File: src/rtl/or_bit_sequencer.sv
// or_bit_sequencer: serial controller for the single-bit OR datapath.
// Accepts an operand pair, walks it LSB first presenting a[k] | b[k] on c with
// its index, then holds the full OR mask and any-bit flag until the consumer
// takes it.
// Optional feature macro: OR_SEQ_HIT_COUNT_EN builds the saturating hit counter
// behind hit_count. When it is undefined, hit_count is tied to 0.
//
// state | meaning
// IDLE  | waiting for an operand pair; in_ready high
// SHIFT | one bit pair per cycle on c, bit_idx = current index
// DONE  | result held on result_* until out_ready

module or_bit_sequencer #(
  parameter int WIDTH = 8,
  localparam int CW = $clog2(WIDTH + 1)
) (
  input  logic             clk,
  input  logic             rst,
  input  logic             in_valid,
  output logic             in_ready,
  input  logic [WIDTH-1:0] a,
  input  logic [WIDTH-1:0] b,
  output logic             c,
  output logic             c_valid,
  output logic [CW-1:0]    bit_idx,
  output logic             out_valid,
  input  logic             out_ready,
  output logic [WIDTH-1:0] result_mask,
  output logic             result_any,
  output logic [CW-1:0]    hit_count,
  output logic             busy
);

  typedef enum logic [1:0] {
    IDLE  = 2'd0,
    SHIFT = 2'd1,
    DONE  = 2'd2
  } state_t;

  localparam logic [CW-1:0] IDX_LAST = CW'(WIDTH - 1);

  state_t           state_q, state_d;
  logic [WIDTH-1:0] sa_q, sa_d;
  logic [WIDTH-1:0] sb_q, sb_d;
  logic [WIDTH-1:0] mask_q, mask_d;
  logic [CW-1:0]    idx_q, idx_d;
  logic             c_bit;
  logic             accept;

  assign c_bit  = sa_q[0] | sb_q[0];
  assign accept = (state_q == IDLE) && in_valid;

  // State and datapath registers; reset discards any in-flight pair.
  always_ff @(posedge clk) begin
    if (rst) begin
      state_q <= IDLE;
      sa_q    <= '0;
      sb_q    <= '0;
      mask_q  <= '0;
      idx_q   <= '0;
    end else begin
      state_q <= state_d;
      sa_q    <= sa_d;
      sb_q    <= sb_d;
      mask_q  <= mask_d;
      idx_q   <= idx_d;
    end
  end

  // Next-state and datapath update: latch on accept, shift one bit per SHIFT cycle.
  always_comb begin
    state_d = state_q;
    sa_d    = sa_q;
    sb_d    = sb_q;
    mask_d  = mask_q;
    idx_d   = idx_q;
    case (state_q)
      IDLE: begin
        if (accept) begin
          state_d = SHIFT;
          sa_d    = a;
          sb_d    = b;
          mask_d  = '0;
          idx_d   = '0;
        end
      end
      SHIFT: begin
        for (int i = 0; i < WIDTH; i++) begin
          if (idx_q == CW'(i)) mask_d[i] = c_bit;
        end
        sa_d  = sa_q >> 1;
        sb_d  = sb_q >> 1;
        idx_d = idx_q + CW'(1);
        if (idx_q == IDX_LAST) state_d = DONE;
      end
      DONE: begin
        if (out_ready) state_d = IDLE;
      end
      default: begin
        state_d = IDLE;
      end
    endcase
  end

`ifdef OR_SEQ_HIT_COUNT_EN
  localparam logic [CW-1:0] HIT_MAX = CW'(WIDTH);

  logic [CW-1:0] hit_q, hit_d;

  // Hit counter register.
  always_ff @(posedge clk) begin
    if (rst) hit_q <= '0;
    else     hit_q <= hit_d;
  end

  // Count c=1 cycles of the current pair, saturating at WIDTH.
  always_comb begin
    hit_d = hit_q;
    if (accept) begin
      hit_d = '0;
    end else if ((state_q == SHIFT) && c_bit && (hit_q != HIT_MAX)) begin
      hit_d = hit_q + CW'(1);
    end
  end

  assign hit_count = out_valid ? hit_q : '0;
`else
  assign hit_count = '0;
`endif

  // Handshake and result outputs; result ports only show data while DONE.
  always_comb begin
    in_ready    = (state_q == IDLE);
    busy        = (state_q != IDLE);
    c_valid     = (state_q == SHIFT);
    c           = c_valid & c_bit;
    bit_idx     = c_valid ? idx_q : '0;
    out_valid   = (state_q == DONE);
    result_mask = out_valid ? mask_q : '0;
    result_any  = out_valid & (|mask_q);
  end

endmodule

File: config.mk
export PLATFORM = sky130hd
export DESIGN_NAME = or_bit_sequencer
export DESIGN_NICKNAME = d
export VERILOG_FILES = /design/src/rtl/or_bit_sequencer.sv
export SDC_FILE = /design/constraint.sdc
export NUM_CORES = 1
export LEC_CHECK = 0
export BUFFER_PORTS_ARGS = -buffer_cell sky130_fd_sc_hd__buf_4
export CAP_MARGIN = 20
export CORE_UTILIZATION = 30
export DETAILED_ROUTE_END_ITERATION = 10
export GPL_TIMING_DRIVEN = 0
export PLACE_DENSITY_LB_ADDON = 0.12
export SYNTH_ARGS = -nofsm -noshare
export SYNTH_HDL_FRONTEND = slang
export SYNTH_SLANG_ARGS = --single-unit
export TNS_END_PERCENT = 5
File: constraint.sdc
create_clock -name clk -period 1.2 [get_ports clk]
set_input_delay 0.24 -clock clk [delete_from_list [all_inputs] [get_ports clk]]
set_output_delay 0.24 -clock clk [all_outputs]
set_load 0.05 [all_outputs]
* Yosys cells after proc, flatten, opt, wreduce, memory -nomap -nowiden
Index checks and enable logic that the tools add are counted.
Widths: inputs -> output; s select.
** Storage, ports and cells
- Register bits after elaboration :: 30
- Bits of input ports :: 20
- Output and inout port bits :: 22
- Word-level logic and storage cells :: 73
** Cells by class
- Add/subtract/negate cells :: 1
- Eq/ne operators :: 19
- Multiplexer cells :: 22
- Bitwise logic cells :: 3
- Reductions and logical operators :: 16
** Operators by type and width (count)
- $pmux 8 s2 :: 3
- $mux 8 :: 4
- $reduce_and 3->1 :: 9
- $ne 2x1->1 const B :: 10
- $eq 4x3->1 const B :: 4
- $eq 4x2->1 const B :: 2
- $mux 1 :: 8
- $mux 4 :: 2
- $pmux 4 s2 :: 1
- $reduce_or 8->1 :: 1
- $mux 2 :: 3
- $pmux 2 s3 :: 1
- $add 4x1->4 const B :: 1
- $eq 4x1->1 const B :: 1
- $logic_not 4->1 :: 1
- $reduce_bool 2->1 :: 2
- $and 1x1->1 :: 2
- $eq 2x1->1 const B :: 1
- $eq 2x2->1 const B :: 1
- $logic_not 2->1 :: 1
- $reduce_and 2->1 :: 1
- $logic_and 1x1->1 :: 1
- $or 1x1->1 :: 1

* Depth between registers and ports, before layout
- Word-level depth :: 4
- Gate-level depth with buffers :: 6

* Least setup slack after synthesis
Ideal clock, no wire load.
- Path kind :: flip-flop to output port
- From :: register state_q[1]
- To :: output port result_any
- Data arrival time :: 2397 ps
- Required time :: 960 ps
- Setup slack :: -1437 ps
- Stages on the path, launching flop included :: 5
- Path buffers :: 2
- Cell sequence :: dfxtp_1 > buf_6 > nor2b_1 > clkbuf_1 > a21boi_0
** On the way
- Longest elaborated chain between the ends :: 2
** RTL lines
- from (decl) :: RTL line 42 : state_t state_q, state_d;
- from (signal assigned) :: RTL line 62 : state_q <= state_d;
- $eq 2x2->1 :: RTL line 138 : out_valid = (state_q == DONE);
- named net out_valid :: RTL line 26 : output logic out_valid,
- $and 1x1->1 :: RTL line 140 : result_any = out_valid & (|mask_q);
- to (decl) :: RTL line 29 : output logic result_any,
The timed path passes the listed nets, and every way through them passes these cells.

* Worst setup path in the final report
- From :: register state_q[1]
- To :: output port result_any
** On the way
- Longest elaborated chain between the ends :: 2
** RTL lines (RTL line)
- $eq 2x2->1 :: 138
- $and 1x1->1 :: 140
No other way between the ends.

==> reports/qor.log <==
qor: sta.worst_path_setup_slack_after_routing -387 ps
qor: power.comb_power_share 0.222
qor: sta.timing.final.hold_violations 0
qor: cells_and_area.antennaDiodeCount 0
qor: clock_tree.tritoncts_clock_tree yes
qor: power.swShare 0.281
qor: yosys.post_synth_edffs 0
qor: sta.slew_viol_final 0
qor: clock_tree.postCtsHoldBufs 0
qor: yosys.yosys.cell_types.count 41
qor: critical_path.timing.critical_path.slowest_stage_cell sky130_fd_sc_hd__dfxtp_4
qor: placed_design.placed_cells_incl_taps 292
qor: sta.timing_worst_slew_pin_value 548 ps
qor: critical_path.arrival_worst_endpoint 1350 ps
qor: critical_path.timing.reg2reg.setup_slack -190 ps
qor: clock_tree.clock_tree.buffer_depth 2
qor: critical_path.worstReg2RegStart state_q[0]
qor: floorplanning.row_count 26
qor: clock_tree.insertion_delay 280 ps
qor: drt.drt-pass1-iter-count 4
qor: cells_and_area.fillCellCount 519
qor: power.pint 1890 uW
qor: floorplanning.design.core.area 5140 sq um
qor: outcome.outcome finished with violations
qor: cells_and_area.area.growth.synth_to_final 61.4%
qor: yosys.synth-async-reset-ratio 0
qor: cells_and_area.post-route-util 0.508
qor: cells_and_area.post_layout_nonfiller_instances 314
qor: yosys.yosysWarningCount 0
qor: power.vdd.ir_drop.worst 0.598 mV
qor: critical_path.timing.rr.end mask_q[4]
qor: power.power.clock.fraction 0.363
qor: yosys.portion_of_the_post_synthesis_area_used_by_sequential_elements 0.371
qor: sta.fmax 0.630 GHz
qor: clock_tree.clock_sinks 30
qor: clock_tree.clockRootBuffer sky130_fd_sc_hd__clkbuf_8
qor: cells_and_area.multi_input_area 1070 sq um
qor: yosys.synthFlopType sky130_fd_sc_hd__dfxtp_1
qor: sta.final_period_minus_worst_setup_slack 1590 ps
qor: global_route.grt_start_max_net_pins 11
qor: critical_path.timing.critical_path.cells nor2b_4, clkbuf_16, a21boi_4, buf_6
qor: critical_path.crit_path_from state_q[1]
qor: critical_path.cp_data_required_time 960 ps
qor: global_route.antenna_found_initial 0
qor: clock_tree.tritoncts.num_buffers 5
qor: power.net-switching-power 739 uW
qor: worst_hold_path.number_of_cells_on_the_worst_hold_path 3
qor: sta.unrepaired_setup_endpoints_after_global_routing true
qor: worst_hold_path.holdCritPathClass input port to flip-flop
qor: floorplanning.die_height 75.5 um
qor: power.power.static_leakage 0.00103 uW
qor: drt.remaining_drc_errors 0
qor: yosys.synth-seq-cells 30
qor: power.sequentialPowerShare 0.415
qor: worst_hold_path.hold-path-endpoint sa_q[7]
qor: sta.slew-limit-headroom 0.634
qor: cells_and_area.post_route_cells_drive_above_1_share 0.545
qor: floorplanning.initial_core_util 0.315
qor: critical_path.reg2regPathDepth 6
qor: cells_and_area.regArea 611 sq um
qor: placed_design.port-buffer-count 37
qor: global_route.global_route_wire_length_before_repair 6720 um
qor: floorplanning.die_w 75.5 um
qor: critical_path.timing.setup.critical_path_class flip-flop to primary output
qor: drt.finalWirelength 4340 um
qor: drt.routed_wire_length_per_instance 13.8 um
qor: sta.layout_worst_path_cycle_share 1.32
qor: critical_path.slowest_delay 370 ps
qor: global_route.total_grt_usage 0.158
qor: sta.fin_tns_setup -7820 ps
qor: worst_hold_path.min-delay-start a[7]
qor: job.max_cap_violations 0
qor: cells_and_area.design.final.nets 267
qor: critical_path.crit_path_end_kind primary output
qor: floorplanning.area_enclosed_by_the_die_boundary 5690 sq um
qor: drt.via_per_inst 4.84
qor: floorplanning.io_count 42
qor: placed_design.dpl.hpwl 2770 um
qor: yosys.synth.cell_area 1620 sq um
qor: yosys.syn-instance-count 182
qor: global_route.overflow 0
qor: critical_path.worstPathMaxFanout 5
qor: yosys.average_cell_area_after_synthesis 8.90 sq um
qor: placed_design.gp_congestion 0.708
qor: power.power.density 1010 nW/um^2
qor: drt.antenna_left 0
qor: clock_tree.cts.htree.levels 2
qor: global_route.first_global_vias 1352
qor: sta.timing.clock.skew 6.75 ps
qor: critical_path.timing.critical_path.from_type flip-flop
qor: clock_tree.cts.clk_slew.worst_paths 70 ps
qor: sta.setup_viol_count_final 41
qor: drt.detail_route.iter0.violations 75
qor: outcome.violations setup timing
qor: drt.num_vias 1519
==> power groups by stage <==
stage,combinational [uW],clock (uW),sequential (uW)
final,583,954,1090
after global routing,632,1030,1100
after CTS,511,981,1080
after detailed placement,454,0,1100
after global placement,456,0,1100
after floorplan,328,0,1100
==> layout make-up <==
cell class,instances,area share
flip-flops and latches,30,0.234
clock buffers,8,0.0421
repair buffers,53,0.199
well taps,70,0.0335
plain buffers,15,0.0632
multi-input cells,127,0.411
inverters,11,0.0172
==> cells by family after synthesis <==
group	count (synthesis)	synth area share
flip-flops	30	0.371
AND/OR/NAND/NOR	66	0.226
buffers and inverters	28	0.103
adder cells (fa/ha/maj)	4	0.0309
AO/OA/AOI/OAI	53	0.267
other	1	0.00232
==> state kept, by name (all words and copies together) (netlist names) <==
register	count
idx_q	4
sa_q	8
mask_q	8
state_q	2
sb_q	8
==> cell usage after synthesis, types with 3 or more instances <==
master	count	share of area
sky130_fd_sc_hd__buf_6	4	0.028
sky130_fd_sc_hd__nand2_1	16	0.037
sky130_fd_sc_hd__a21oi_1	15	0.046
sky130_fd_sc_hd__buf_4	7	0.032
sky130_fd_sc_hd__dfxtp_1	30	0.37
sky130_fd_sc_hd__a22oi_1	3	0.014
sky130_fd_sc_hd__and2_1	10	0.039
sky130_fd_sc_hd__a31o_1	4	0.022
sky130_fd_sc_hd__a31o_2	3	0.016
sky130_fd_sc_hd__a2111oi_0	4	0.022
sky130_fd_sc_hd__a211oi_1	13	0.060
sky130_fd_sc_hd__nor2_1	23	0.053
sky130_fd_sc_hd__inv_1	11	0.026
sky130_fd_sc_hd__buf_2	4	0.012
sky130_fd_sc_hd__ha_1	4	0.031
==> critical path, delay by kind of cell (launching register included) <==
kind | cells | cell delay, ps
AOI/OAI and AO/OA | 1 | 160
buffers and inverters | 2 | 330
and+or+nand+nor | 1 | 200
DFF | 1 | 370
==> how the worst max path moves through the flow <==
stage / slack (ps) / cells past startpoint / to
global placement: -240 / 4 / mask_q[3]
CTS: -380 / 5 / result_any
global route: -430 / 4 / result_any
floorplan: -180 / 4 / result_any
finish: -390 / 4 / result_any
detailed placement: -260 / 4 / mask_q[0]
==> what timing repair did <==
action,in CTS,in global routing
buffers inserted,9,7
pin swaps,12,10
gates resized for setup,36,38
cloned,0,1
endpoints found under the setup margin,45,48
==> per-stage QoR <==
step / area (sq um) / power, uW / worst slack, ps / hold slack [ps]
after floorplan: 1720 / 1420 / -178 / 381
after global placement: 2090 / 1560 / -244 / 482
after detailed placement: 2090 / 1560 / -264 / 485
after CTS: 2380 / 2570 / -382 / 200
after global routing: 2610 / 2760 / -434 / 210
final: 2610 / 2630 / -387 / 205
==> per-layer routing <==
metal  track usage  share of wire
met3        0.0331          0.050
met1         0.217           0.47
met5             0              0
met2         0.247           0.47
met4        0.0494         0.0074
==> cells in the final DEF, fill, tap and decap left out, types with 3 or more instances in the layout <==
master | netlist | final
sky130_fd_sc_hd__a2111oi_4 | 1 | 4
sky130_fd_sc_hd__a211oi_1 | 13 | 6
sky130_fd_sc_hd__a211oi_2 | 1 | 8
sky130_fd_sc_hd__a21oi_1 | 15 | 14
sky130_fd_sc_hd__a22oi_1 | 3 | 3
sky130_fd_sc_hd__a31o_1 | 4 | 4
sky130_fd_sc_hd__a31o_2 | 3 | 3
sky130_fd_sc_hd__and2_2 | 0 | 7
sky130_fd_sc_hd__and2_4 | 0 | 3
sky130_fd_sc_hd__buf_12 | 0 | 3
sky130_fd_sc_hd__buf_4 | 7 | 36
sky130_fd_sc_hd__buf_6 | 4 | 16
sky130_fd_sc_hd__buf_8 | 0 | 9
sky130_fd_sc_hd__clkbuf_8 | 0 | 8
sky130_fd_sc_hd__conb_1 | 1 | 4
sky130_fd_sc_hd__dfxtp_1 | 30 | 26
sky130_fd_sc_hd__inv_1 | 11 | 9
sky130_fd_sc_hd__nand2_1 | 16 | 16
sky130_fd_sc_hd__nor2_1 | 23 | 16
sky130_fd_sc_hd__nor2_2 | 0 | 4
sky130_fd_sc_hd__nor2_4 | 0 | 3
No activity file was read; power rests on OpenSTA's default activity.
